`config.mk`:
```
export PLATFORM = sky130hd
export DESIGN_NAME = mcdf_fmt_receiver
export DESIGN_NICKNAME = d
export VERILOG_FILES = /design/src/rtl/mcdf_fmt_receiver.sv
export SDC_FILE = /design/constraint.sdc
export NUM_CORES = 1
export LEC_CHECK = 0
export ABC_AREA = 0
export BUFFER_PORTS_ARGS = -buffer_cell sky130_fd_sc_hd__buf_2
export CAP_MARGIN = 10
export CORE_ASPECT_RATIO = 1.4
export CORE_MARGIN = 2
export CORE_UTILIZATION = 50
export CTS_BUF_LIST = sky130_fd_sc_hd__clkbuf_16
export DETAILED_ROUTE_END_ITERATION = 7
export PLACE_DENSITY_LB_ADDON = 0.25
export SLEW_MARGIN = 20
export SYNTH_ARGS = -nofsm -noshare
export SYNTH_HDL_FRONTEND = slang
export SYNTH_SLANG_ARGS = --single-unit
```
`constraint.sdc`:
```
create_clock -name clk -period 4.8 [get_ports clk]
set_clock_uncertainty 0.05 [all_clocks]
set_input_delay 1.44 -clock clk [delete_from_list [all_inputs] [get_ports clk]]
set_output_delay 1.44 -clock clk [all_outputs]
set_load 0.01 [all_outputs]
```
`src/rtl/mcdf_fmt_receiver.sv`:
```
// Downstream receiver for the MCDF formatter: grants packets against free buffer space,
// captures bursts into a tagged word FIFO, flags protocol errors and streams words out.
module mcdf_fmt_receiver #(
  parameter int unsigned DATA_WIDE = 32,
  parameter int unsigned DEPTH     = 32,
  parameter int unsigned PTR_WIDE  = 5,
  parameter int unsigned TIMEOUT   = 15
) (
  input  logic                 clk,
  input  logic                 rst,
  input  logic                 fmt_req,
  input  logic [1:0]           fmt_chid,
  input  logic [5:0]           fmt_length,
  output logic                 fmt_grant,
  input  logic                 fmt_start,
  input  logic                 fmt_end,
  input  logic [DATA_WIDE-1:0] fmt_data,
  output logic                 rx_valid,
  input  logic                 rx_ready,
  output logic [DATA_WIDE-1:0] rx_data,
  output logic [1:0]           rx_chid,
  output logic                 rx_last,
  output logic [PTR_WIDE:0]    rx_free,
  output logic [15:0]          pkt_cnt,
  output logic [2:0]           err_flags,
  input  logic                 err_clr,
  output logic                 busy
);

  typedef enum logic [1:0] {IDLE, GRANT, WAIT_START, RECV} state_t;

  localparam logic [PTR_WIDE:0] DEPTH_W = (PTR_WIDE + 1)'(DEPTH);
  localparam logic [7:0]        TMO_MAX = 8'(TIMEOUT - 1);

  state_t                state;
  logic [1:0]            chid_q;
  logic [5:0]            len_q;
  logic [5:0]            cnt_q;
  logic [7:0]            tmo_q;
  logic [PTR_WIDE-1:0]   wr_ptr;
  logic [PTR_WIDE-1:0]   rd_ptr;
  logic [PTR_WIDE:0]     count;
  logic [DATA_WIDE+2:0]  mem [DEPTH];

  logic                  push;
  logic                  pop;
  logic                  grant_ok;
  logic [5:0]            word_num;
  logic                  len_hit;
  logic                  word_last;
  logic [2:0]            err_set;
  logic [DATA_WIDE+2:0]  head;

  always_comb begin
    rx_free   = DEPTH_W - count;
    rx_valid  = (count != '0);
    pop       = rx_valid && rx_ready;
    push      = (state == WAIT_START && fmt_start) || (state == RECV);
    grant_ok  = (state == IDLE) && fmt_req && (fmt_length != 6'd0) &&
                (32'(fmt_length) <= 32'(rx_free));
    word_num  = (state == WAIT_START) ? 6'd1 : cnt_q + 6'd1;
    len_hit   = (word_num == len_q);
    word_last = fmt_end || len_hit;
    err_set   = 3'b000;
    // Length error: zero-length request, or end marker and length count disagree.
    err_set[0] = ((state == IDLE) && fmt_req && (fmt_length == 6'd0)) ||
                 (push && (fmt_end != len_hit));
    err_set[1] = (state == WAIT_START) && !fmt_start && (tmo_q == TMO_MAX);
    err_set[2] = grant_ok && (fmt_chid == 2'd3);
    head      = mem[rd_ptr];
    rx_data   = rx_valid ? head[DATA_WIDE-1:0] : '0;
    rx_last   = rx_valid ? head[DATA_WIDE] : 1'b0;
    rx_chid   = rx_valid ? head[DATA_WIDE+2:DATA_WIDE+1] : 2'd0;
    busy      = (state != IDLE);
  end

  always_ff @(posedge clk or posedge rst) begin
    if (rst) begin
      state     <= IDLE;
      fmt_grant <= 1'b0;
      chid_q    <= 2'd0;
      len_q     <= 6'd0;
      cnt_q     <= 6'd0;
      tmo_q     <= 8'd0;
      wr_ptr    <= '0;
      rd_ptr    <= '0;
      count     <= '0;
      pkt_cnt   <= 16'd0;
      err_flags <= 3'b000;
    end else begin
      fmt_grant <= (state == GRANT);
      err_flags <= (err_clr ? 3'b000 : err_flags) | err_set;
      unique case (state)
        IDLE: begin
          if (grant_ok) begin
            chid_q <= fmt_chid;
            len_q  <= fmt_length;
            state  <= GRANT;
          end
        end
        GRANT: begin
          tmo_q <= 8'd0;
          state <= WAIT_START;
        end
        WAIT_START: begin
          if (fmt_start) begin
            cnt_q <= 6'd1;
            state <= word_last ? IDLE : RECV;
          end else if (tmo_q == TMO_MAX) begin
            state <= IDLE;
          end else begin
            tmo_q <= tmo_q + 8'd1;
          end
        end
        RECV: begin
          cnt_q <= word_num;
          if (word_last) state <= IDLE;
        end
        default: state <= IDLE;
      endcase
      // Space was reserved at grant time, so the push never checks for full.
      if (push) begin
        wr_ptr <= wr_ptr + 1'b1;
        if (word_last) pkt_cnt <= pkt_cnt + 16'd1;
      end
      if (pop) rd_ptr <= rd_ptr + 1'b1;
      count <= count + {{PTR_WIDE{1'b0}}, push} - {{PTR_WIDE{1'b0}}, pop};
    end
  end

  always_ff @(posedge clk) begin
    if (push) mem[wr_ptr] <= {chid_q, word_last, fmt_data};
  end

endmodule

```
=== Word-level counts from Yosys, hierarchy flattened ===
Memory sizes are Yosys's and may differ from the RTL's.
Cells that the tools add are included.

* Magnitude comparators: 1
* $mul: 0
* Shift-type cells: 0
* Add/sub/neg operators: 8
* Reduce and logical (&&, ||, !) cells: 26
* Multiplexer cells: 18
* Divide/modulo/power cells: 0
* Bitwise logic cells: 1
* Equal/unequal tests: 13

{| class="wikitable"
|+ Operator list
! kind !! count
|-
| 2-to-1 mux 32 bit || 1
|-
| adder 16 x 1 -> 16 bit (second input constant) || 1
|-
| 2-to-1 mux 8 bit || 2
|-
| one-hot mux 8 bit (2 select lines) || 1
|-
| 2-to-1 mux 2 bit || 6
|-
| 2-to-1 mux 6 bit || 2
|-
| one-hot mux 6 bit (2 select lines) || 1
|-
| nonzero test 6 bit || 2
|-
| adder 5 x 1 -> 5 bit (second input constant) || 2
|-
| logical AND 1 bit || 10
|-
| != test 2 bit (second input constant) || 5
|-
| adder 8 x 1 -> 8 bit (second input constant) || 1
|-
| == test 8 x 4 -> 1 bit (second input constant) || 1
|-
| one-hot mux 2 bit (4 select lines) || 1
|-
| adder 6 x 1 -> 6 bit || 1
|-
| adder 6 x 1 -> 6 bit (second input constant) || 1
|-
| == test 2 bit (second input constant) || 3
|-
| == test 6 bit || 1
|-
| less-or-equal comparator 6 bit || 1
|-
| logical NOT 6 bit || 1
|-
| AND reduction 2 bit || 3
|-
| AND reduction 3 bit || 2
|-
| nonzero test 2 bit || 3
|-
| subtractor 6 x 1 -> 6 bit || 1
|-
| 10 further kinds || 14
|}

* Output and inout port bits: 63
* Memories: 1
* Register bits: 60
* Input bits: 47
* Word-level logic and storage cells: 79
* Bits in writable memories: 1120
* Latch bits: 0
* ROM bits: 0

{| class="wikitable"
|+ Memory list
! name !! words !! width !! read ports !! clocked after memory_dff !! wr ports !! line !! text
|-
| mem || 32 || 35 || 1 || 0 || 1 || 43 || <nowiki>logic [DATA_WIDE+2:0] mem [DEPTH];</nowiki>
|}

=== Longest topological paths before layout ===
Gate-level depths: netlist of the first run.

* Depth in word-level cells: 7
* Depth in mapped cells: 13
* Gate-level depth less buffers: 12

=== Worst setup path after synthesis of the first run ===
No wires, ideal clock.

* Kind: input -> register
* From: input fmt_start
* To: memory mem[31][0] in the netlist's numbering (enable)
* Path slack: 0.624 ns
* Library setup time: 0.427 ns
* Arrival time: 3.698 ns
* Buffers on the path: 2
* Stages: 5
* Path through: o21a_1 -> clkbuf_1 -> nand2_1 -> clkbuf_1 -> nor2_1

* Longest elaborated chain between the ends: 4

{| class="wikitable"
|+ Ends and longest elaborated chain
! item !! line !! text
|-
| start: declaration || 15 || <nowiki>input logic fmt_start,</nowiki>
|-
| logical AND 1 bit || 58 || <nowiki>push = (state == WAIT_START && fmt_start) || (state == RECV);</nowiki>
|-
| logical OR 1 bit || 58 ||
|-
| 2-to-1 mux 1 bit || 132 || <nowiki>if (push) mem[wr_ptr] <= {chid_q, word_last, fmt_data};</nowiki>
|-
| 2-to-1 mux 1 bit (not written as such) || 132 ||
|-
| end: declaration || 43 ||
|}

Every way passes these cells.

=== Final worst setup path of the first run ===
* From: register rd_ptr[2]
* To: output rx_chid[0]

* Longest elaborated chain between the ends: 2

{| class="wikitable"
|+ Ends and longest elaborated chain
! item !! line !! text
|-
| start: declaration || 41 || <nowiki>logic [PTR_WIDE-1:0] rd_ptr;</nowiki>
|-
| start signal: assignment || 126 || <nowiki>if (pop) rd_ptr <= rd_ptr + 1'b1;</nowiki>
|-
| memory (32 x 35 bit) || - ||
|-
| 2-to-1 mux 2 bit || 73 || <nowiki>rx_chid = rx_valid ? head[DATA_WIDE+2:DATA_WIDE+1] : 2'd0;</nowiki>
|-
| end: declaration || 21 || <nowiki>output logic [1:0] rx_chid,</nowiki>
|}

Every way passes these cells.

==> results of run 1 <==
synth_stat cells, drive strengths merged, types with 5 or more instances:
master   number  area (um2)
a21oi        80       400.4
a221oi       34       297.8
and3         37       231.5
buf          84       606.8
clkbuf       45       168.9
dfrtp        60        1501
edfxtp     1120       33630
ha           27       337.8
inv          33       123.9
mux2         44       495.5
mux2i       209        2092
mux4        176        3964
nand2        69       259.0
nand3        16       85.08
nand4        10       62.56
nor2         52       197.7
nor2b         5       31.28
nor3          5       30.03
o2111ai      34       297.8
o21ai        81       405.4
o221ai       35       306.5
xnor2        26       227.7
xor2         14       122.6
power breakdown:
part,total [mW],internal [mW],switching (mW)
Combinational,9.20,3.93,5.27
Clock,8.26,4.54,3.71
Sequential,12.5,11.9,0.538
per-stage QoR:
stage | util (%) | instance area [um2]
floorplan | - | 46310
global placement | 53.25 | 49080
detailed placement | 53.25 | 49080
CTS | 56.93 | 52470
global route | 57.05 | 52580
finish | 57.06 | 52590
what timing repair did:
action,in CTS,in global routing
setup endpoints to repair,15,10
hold buffers,0,0
buffers inserted,2,10
gates resized for setup,0,1
critical path, stage by stage, from the launching register on:
cell and delay [ns]:
dfrtp_4 0.79, inv_1 0.20, nor2_4 0.19, buf_6 0.39, a22o_1 0.24, o31ai_1 0.07, a21oi_1 0.36, buf_2 0.22
per-layer routing:
layer | vias to the layer above | part of all wire [%] | GRT usage (%)
li1 | 10020 | - | -
met5 | - | 0 | 0
met2 | 1040 | 51 | 42.15
met1 | 12790 | 39 | 32.67
met4 | 0 | 3.1 | 8.489
met3 | 210 | 7.2 | 4.061
flip-flops by register name (all words and copies together) (netlist names):
signal	count
tmo_q	8
rd_ptr	5
err_flags	3
len_q	6
count	6
mem	1120
cnt_q	6
pkt_cnt	16
fmt_grant	1
state	2
wr_ptr	5
chid_q	2
kinds of logic after synthesis:
| group | after synthesis |
|---|---|
| fa+ha+maj | 28 |
| compound gates | 289 |
| flops | 1180 |
| mux | 429 |
| xor+xnor | 41 |
| buf+inv | 163 |
| simple gates | 218 |
final cells by class:
class / instances / area, um2
diodes: 2 / 5.005
clock buffers: 109 / 2728
clock inverters: 91 / 639.4
fillers: 6855 / 39570
inverters: 34 / 127.6
multi-input cells: 1005 / 10540
flip-flops and latches: 1180 / 35150
well taps: 1206 / 1509
repair buffers: 226 / 1884
placed cells by master, fill, tap and decap left out, types with 26 or more instances in the layout:
master and count:
buf_2 109, buf_4 79, a221oi_1 34, inv_1 57, nand2_1 69, nor2_4 34, ha_1 27, mux4_2 176
o21ai_0 81, mux2i_1 209, dfrtp_1 55, buf_12 34, o2111ai_1 34, a21oi_1 80, edfxtp_1 1120, mux2_2 44
o221ai_1 35, xnor2_1 26, and3_1 37, clkbuf_16 109
worst max-delay path by stage:
stage | startpoint | to | slack [ns]
final | rd_ptr[2] | rx_chid[0] | 0.11
after global placement | rd_ptr[0] | rx_chid[1] | 0.71
after detailed placement | rd_ptr[1] | rx_data[20] | 0.66
after floorplan | fmt_start | mem[31][0] | 0.62
after global routing | rd_ptr[3] | rx_chid[1] | 0.04
after CTS | rd_ptr[3] | rx_chid[1] | 0.003
==> flow_summary.json, run 1 <==
{
  "outcome": "finished clean",
  "power_mw": 29.93,
  "power-per-cell-area_mw_per_mm2": 569.1,
  "ant_nets": 0,
  "slew_headroom_pct": 35.15,
  "worst_setup_path_start_kind": "flop",
  "place_congestion": 0.7912,
  "fmax_mhz": 213.2,
  "io_pins": 110,
  "synth_warnings": 0,
  "rr_endpoint": "count[4]",
  "num-nets-final": 2629,
  "wl_per_cell_um": 30.09,
  "period_minus_slack_ns": 4.690,
  "hold_depth": 1,
  "cts-root-buf": "clkbuf_16",
  "grt_overflow_total": 0,
  "core_mm2": 0.09216,
  "r2r_start": "count[1]",
  "cts_buffers": 107,
  "cp.arrival_ns": 3.20,
  "cp-end-kind": "output port",
  "critical_path_class": "reg2out",
  "die_h_um": 364.1,
  "synth.cell_area_mm2": 0.04631,
  "dieArea_mm2": 0.09510,
  "r2r_slack_ns": 1.08,
  "synth_top_family_by_area": "multiplexers",
  "cts.sinks": 1180,
  "synth_flop_cell": "edfxtp_1",
  "finalSetupViolations": 0,
  "grt_pass1_wl_um": 168600,
  "max-cap-violations": 0,
  "synth_compound_area_share_pct": 4.156,
  "max_slew.worst_pin.slew_ns": 0.9727,
  "grt_pass1_vias": 24970,
  "rsz0062_at_grt": "false",
  "synth-edff-count": 1120,
  "synthXorXnorAreaFrac_pct": 0.8052,
  "synthAdderAreaFrac_pct": 0.7728,
  "synthSimpleGateAreaFrac_pct": 2.294,
  "routed-via-count": 24060,
  "fin_crit_sh_pct": 97.70,
  "crit_fanout": 33,
  "clk_path_buf_depth": 3,
  "post-place-ws_ns": 0.6636,
  "antenna_found_initial": 3,
  "cts_tree": "done",
  "clk_latency_ns": 0.71,
  "slew_viol_final": 0,
  "initial_utilization_pct": 50.25,
  "routed_wl_um": 115900,
  "first_iter_violations": 2439,
  "syn_nets": 2423,
  "syn_inst": 2348,
  "ff2ff_path_depth": 12,
  "hold_end": "pkt_cnt[15]",
  "final_cells": 3853,
  "ir_drop_mv": 0.4661,
  "clkTransAtPathRegs_ns": 0.07,
  "hold_class": "reg2reg",
  "fin_tns_setup_ns": 0,
  "rows": 132,
  "syn-mean-instance-area_um2": 19.72,
  "die_x_um": 261.2,
  "ys_seq_elements": 1180,
  "async_reset_ff_share_pct": 5.085,
  "dp_cells": 3639,
  "htreeDepth": 3,
  "via_per_inst": 6.244,
  "seq_area_frac_synth_pct": 75.87,
  "areaGrowthSynthToFinish_pct": 13.56,
  "p_leak_nw": 17.61,
  "portBuffers": 109,
  "cp.required_ns": 3.31,
  "hold_violations": 0,
  "muxShareOfSynthArea_pct": 14.15,
  "grt_usage_pct": 24.83,
  "drt-pass1-iter-count": 8,
  "drcViolationCount": 0,
  "setup_ws_ns": 0.1102,
  "dp_hpwl_um": 63470,
  "drive_gt1_share_pct": 24.46,
  "whs_ns": 0.4346,
  "ys_types": 59,
  "min-delay-start": "pkt_cnt[15]",
  "grt_max_degree": 63
}
No activity file was read; power rests on OpenSTA's default activity.
==> run 2: changes to the inputs <==
--- a/config.mk
+++ b/config.mk
@@ -8,7 +8,6 @@
 export ABC_AREA = 0
 export BUFFER_PORTS_ARGS = -buffer_cell sky130_fd_sc_hd__buf_2
 export CAP_MARGIN = 10
-export CORE_ASPECT_RATIO = 1.4
 export CORE_MARGIN = 2
 export CORE_UTILIZATION = 50
 export CTS_BUF_LIST = sky130_fd_sc_hd__clkbuf_16
==> flow_summary.json, run 2 (synthesized netlist as in run 1, its figures left out) <==
{
  "pwr-share-comb_pct": 30.6,
  "fin_crit_sh_pct": 97.00,
  "routed-via-count": 23650,
  "largest_reg_flops": 1120,
  "nFillCells": 6744,
  "cp.arrival_ns": 3.17,
  "p_leak_nw": 17.55,
  "grt_overflow_total": 0,
  "rr_endpoint": "count[4]",
  "p_int_mw": 20.44,
  "cp-end-kind": "output port",
  "dp_hpwl_um": 61960,
  "outcome": "finished clean",
  "via_per_inst": 6.185,
  "period_minus_slack_ns": 4.656,
  "ff_latch_area_mm2": 0.03515,
  "fin_tns_setup_ns": 0,
  "cts_hold_buffers": 0,
  "multi_input_area_mm2": 0.01054,
  "setup_ws_ns": 0.1438,
  "p_sw_mw": 9.571,
  "io_pins": 110,
  "drive_gt1_share_pct": 23.57,
  "hold_violations": 0,
  "max-cap-violations": 0,
  "worst_setup_path_start_kind": "flop",
  "hold_depth": 1,
  "first_iter_violations": 2593,
  "switching_share_pct": 31.90,
  "drt-pass1-iter-count": 7,
  "grt_pass1_wl_um": 159200,
  "slew_headroom_pct": 34.65,
  "die_h_um": 308.3,
  "slew_viol_final": 0,
  "clkTransAtPathRegs_ns": 0.06,
  "clk_path_buf_depth": 3,
  "cts-root-buf": "clkbuf_16",
  "cts.sinks": 1180,
  "fmax_mhz": 214.8,
  "dieArea_mm2": 0.09506,
  "top_regs": "mem x1120, pkt_cnt x16, tmo_q x8",
  "antenna_found_initial": 9,
  "ir_drop_mv": 0.5075,
  "core_mm2": 0.09166,
  "grt_max_degree": 81,
  "power-per-cell-area_mw_per_mm2": 571.6,
  "min-delay-start": "pkt_cnt[15]",
  "r2r_start": "count[1]",
  "cp.required_ns": 3.31,
  "portBuffers": 109,
  "hold_end": "pkt_cnt[15]",
  "p_clk_share_pct": 27.9,
  "clk_latency_ns": 0.68,
  "ant_nets": 0,
  "path_cells": "buf_4 -> mux4_2 -> o21ai_0 -> o2111ai_1 -> and3_1 -> buf_2",
  "cts_tree": "done",
  "hold_class": "reg2reg",
  "post-place-ws_ns": 0.6809,
  "num-nets-final": 2614,
  "htreeDepth": 3,
  "rsz0062_at_grt": "false",
  "routed_wl_um": 109900,
  "initial_utilization_pct": 50.52,
  "mostFrequentLayoutCells": "edfxtp_1 (1120), mux2i_1 (209), mux4_2 (176), clkbuf_16 (119), buf_2 (109)",
  "ff2ff_path_depth": 12,
  "cts_buffers": 115,
  "regMostFlops": "mem",
  "mostFrequentLayoutCell": "edfxtp_1",
  "r2r_slack_ns": 1.38,
  "cp_slowest_cell": "dfrtp_4",
  "power_mw": 30.01,
  "drcViolationCount": 0,
  "max_slew.worst_pin.slew_ns": 0.9803,
  "finalSetupViolations": 0,
  "grt_usage_pct": 23.22,
  "areaGrowthSynthToFinish_pct": 13.36,
  "max_stage_delay_ns": 0.59,
  "die_x_um": 308.3,
  "critical_path_class": "reg2out",
  "rows": 111,
  "seqPwrFrac_pct": 41.5,
  "place_congestion": 0.7655,
  "wl_per_cell_um": 28.74,
  "grt_pass1_vias": 24140,
  "crit_fanout": 26
}
==> run 2: cell count changes in the layout (fill, tap and decap cells not counted), sizes merged <==
cell | previous run | this run
inv | 63 | 64
clkbuf | 109 | 119
bufinv | 8 | 5
clkinvlp | 4 | 2
buf | 226 | 202
clkinv | 50 | 58
==> run 2: how the worst max path moves through the flow <==
| stage | depth (start not counted) | end | startpoint | slack, ns |
|---|---|---|---|---|
| after global routing | 7 | rx_data[6] | rd_ptr[0] | 0.03 |
| after CTS | 7 | rx_data[6] | rd_ptr[0] | 0.04 |
| final | 6 | rx_data[9] | rd_ptr[3] | 0.14 |
| after floorplan | 5 | mem[31][0] | fmt_start | 0.62 |
| after detailed placement | 7 | rx_data[6] | rd_ptr[0] | 0.68 |
| after global placement | 7 | rx_data[27] | rd_ptr[1] | 0.69 |
==> run 2: power groups by stage <==
stage | Combinational [mW] | Sequential [mW] | Clock (mW)
6_report | 9.17 | 12.5 | 8.38
5_1_grt | 9.79 | 12.5 | 8.89
4_1_cts | 9.18 | 12.5 | 8.51
3_5_place_dp | 9.05 | 12.7 | 0
3_3_place_gp | 8.94 | 12.7 | 0
2_1_floorplan | 6.16 | 12.4 | 0
==> run 2: timing repair <==
item	CTS	global route
endpoints found under the hold margin	0	0
buffers inserted	4	1
endpoints found under the setup margin	9	4
gates resized for setup	3	1
==> run 2: area by class of cell <==
cell class,count,area share [%]
Tap cell,1186,2.827
Inverter,34,0.2431
Multi-Input combinational cell,1005,20.09
Sequential cell,1180,66.97
Timing Repair Buffer,203,3.177
Clock buffer,118,5.625
Clock inverter,95,1.065
Antenna cell,2,0.009534
==> run 2: critical path: cells and delay by family, from the launching register on <==
family | cells | cell delay (ns)
AND/OR/NAND/NOR | 1 | 0.23
flip-flops | 1 | 0.59
multiplexers | 1 | 0.39
buffers and inverters | 2 | 0.70
AO/OA/AOI/OAI | 2 | 0.55
==> run 2: metal layers <==
layer | part of all wire [%] | track usage [%]
met1 | 41 | 32.31
met2 | 48 | 37.81
met4 | 2.6 | 6.557
met5 | 0.012 | 0
met3 | 7.8 | 4.370
==> run 2: per-stage QoR <==
| step | util, % | cells | hold slack [ns] | cell area, um2 |
|---|---|---|---|---|
| after detailed placement | 53.33 | 3603 | 0.4204 | 48880 |
| after global routing | 57.26 | 3821 | 0.4624 | 52490 |
| after CTS | 57.23 | 3820 | 0.4410 | 52460 |
| after floorplan | - | 2348 | 0.4086 | 46310 |
| after global placement | 53.33 | 3603 | 0.4195 | 48880 |
| final | 57.27 | 3823 | 0.4420 | 52490 |
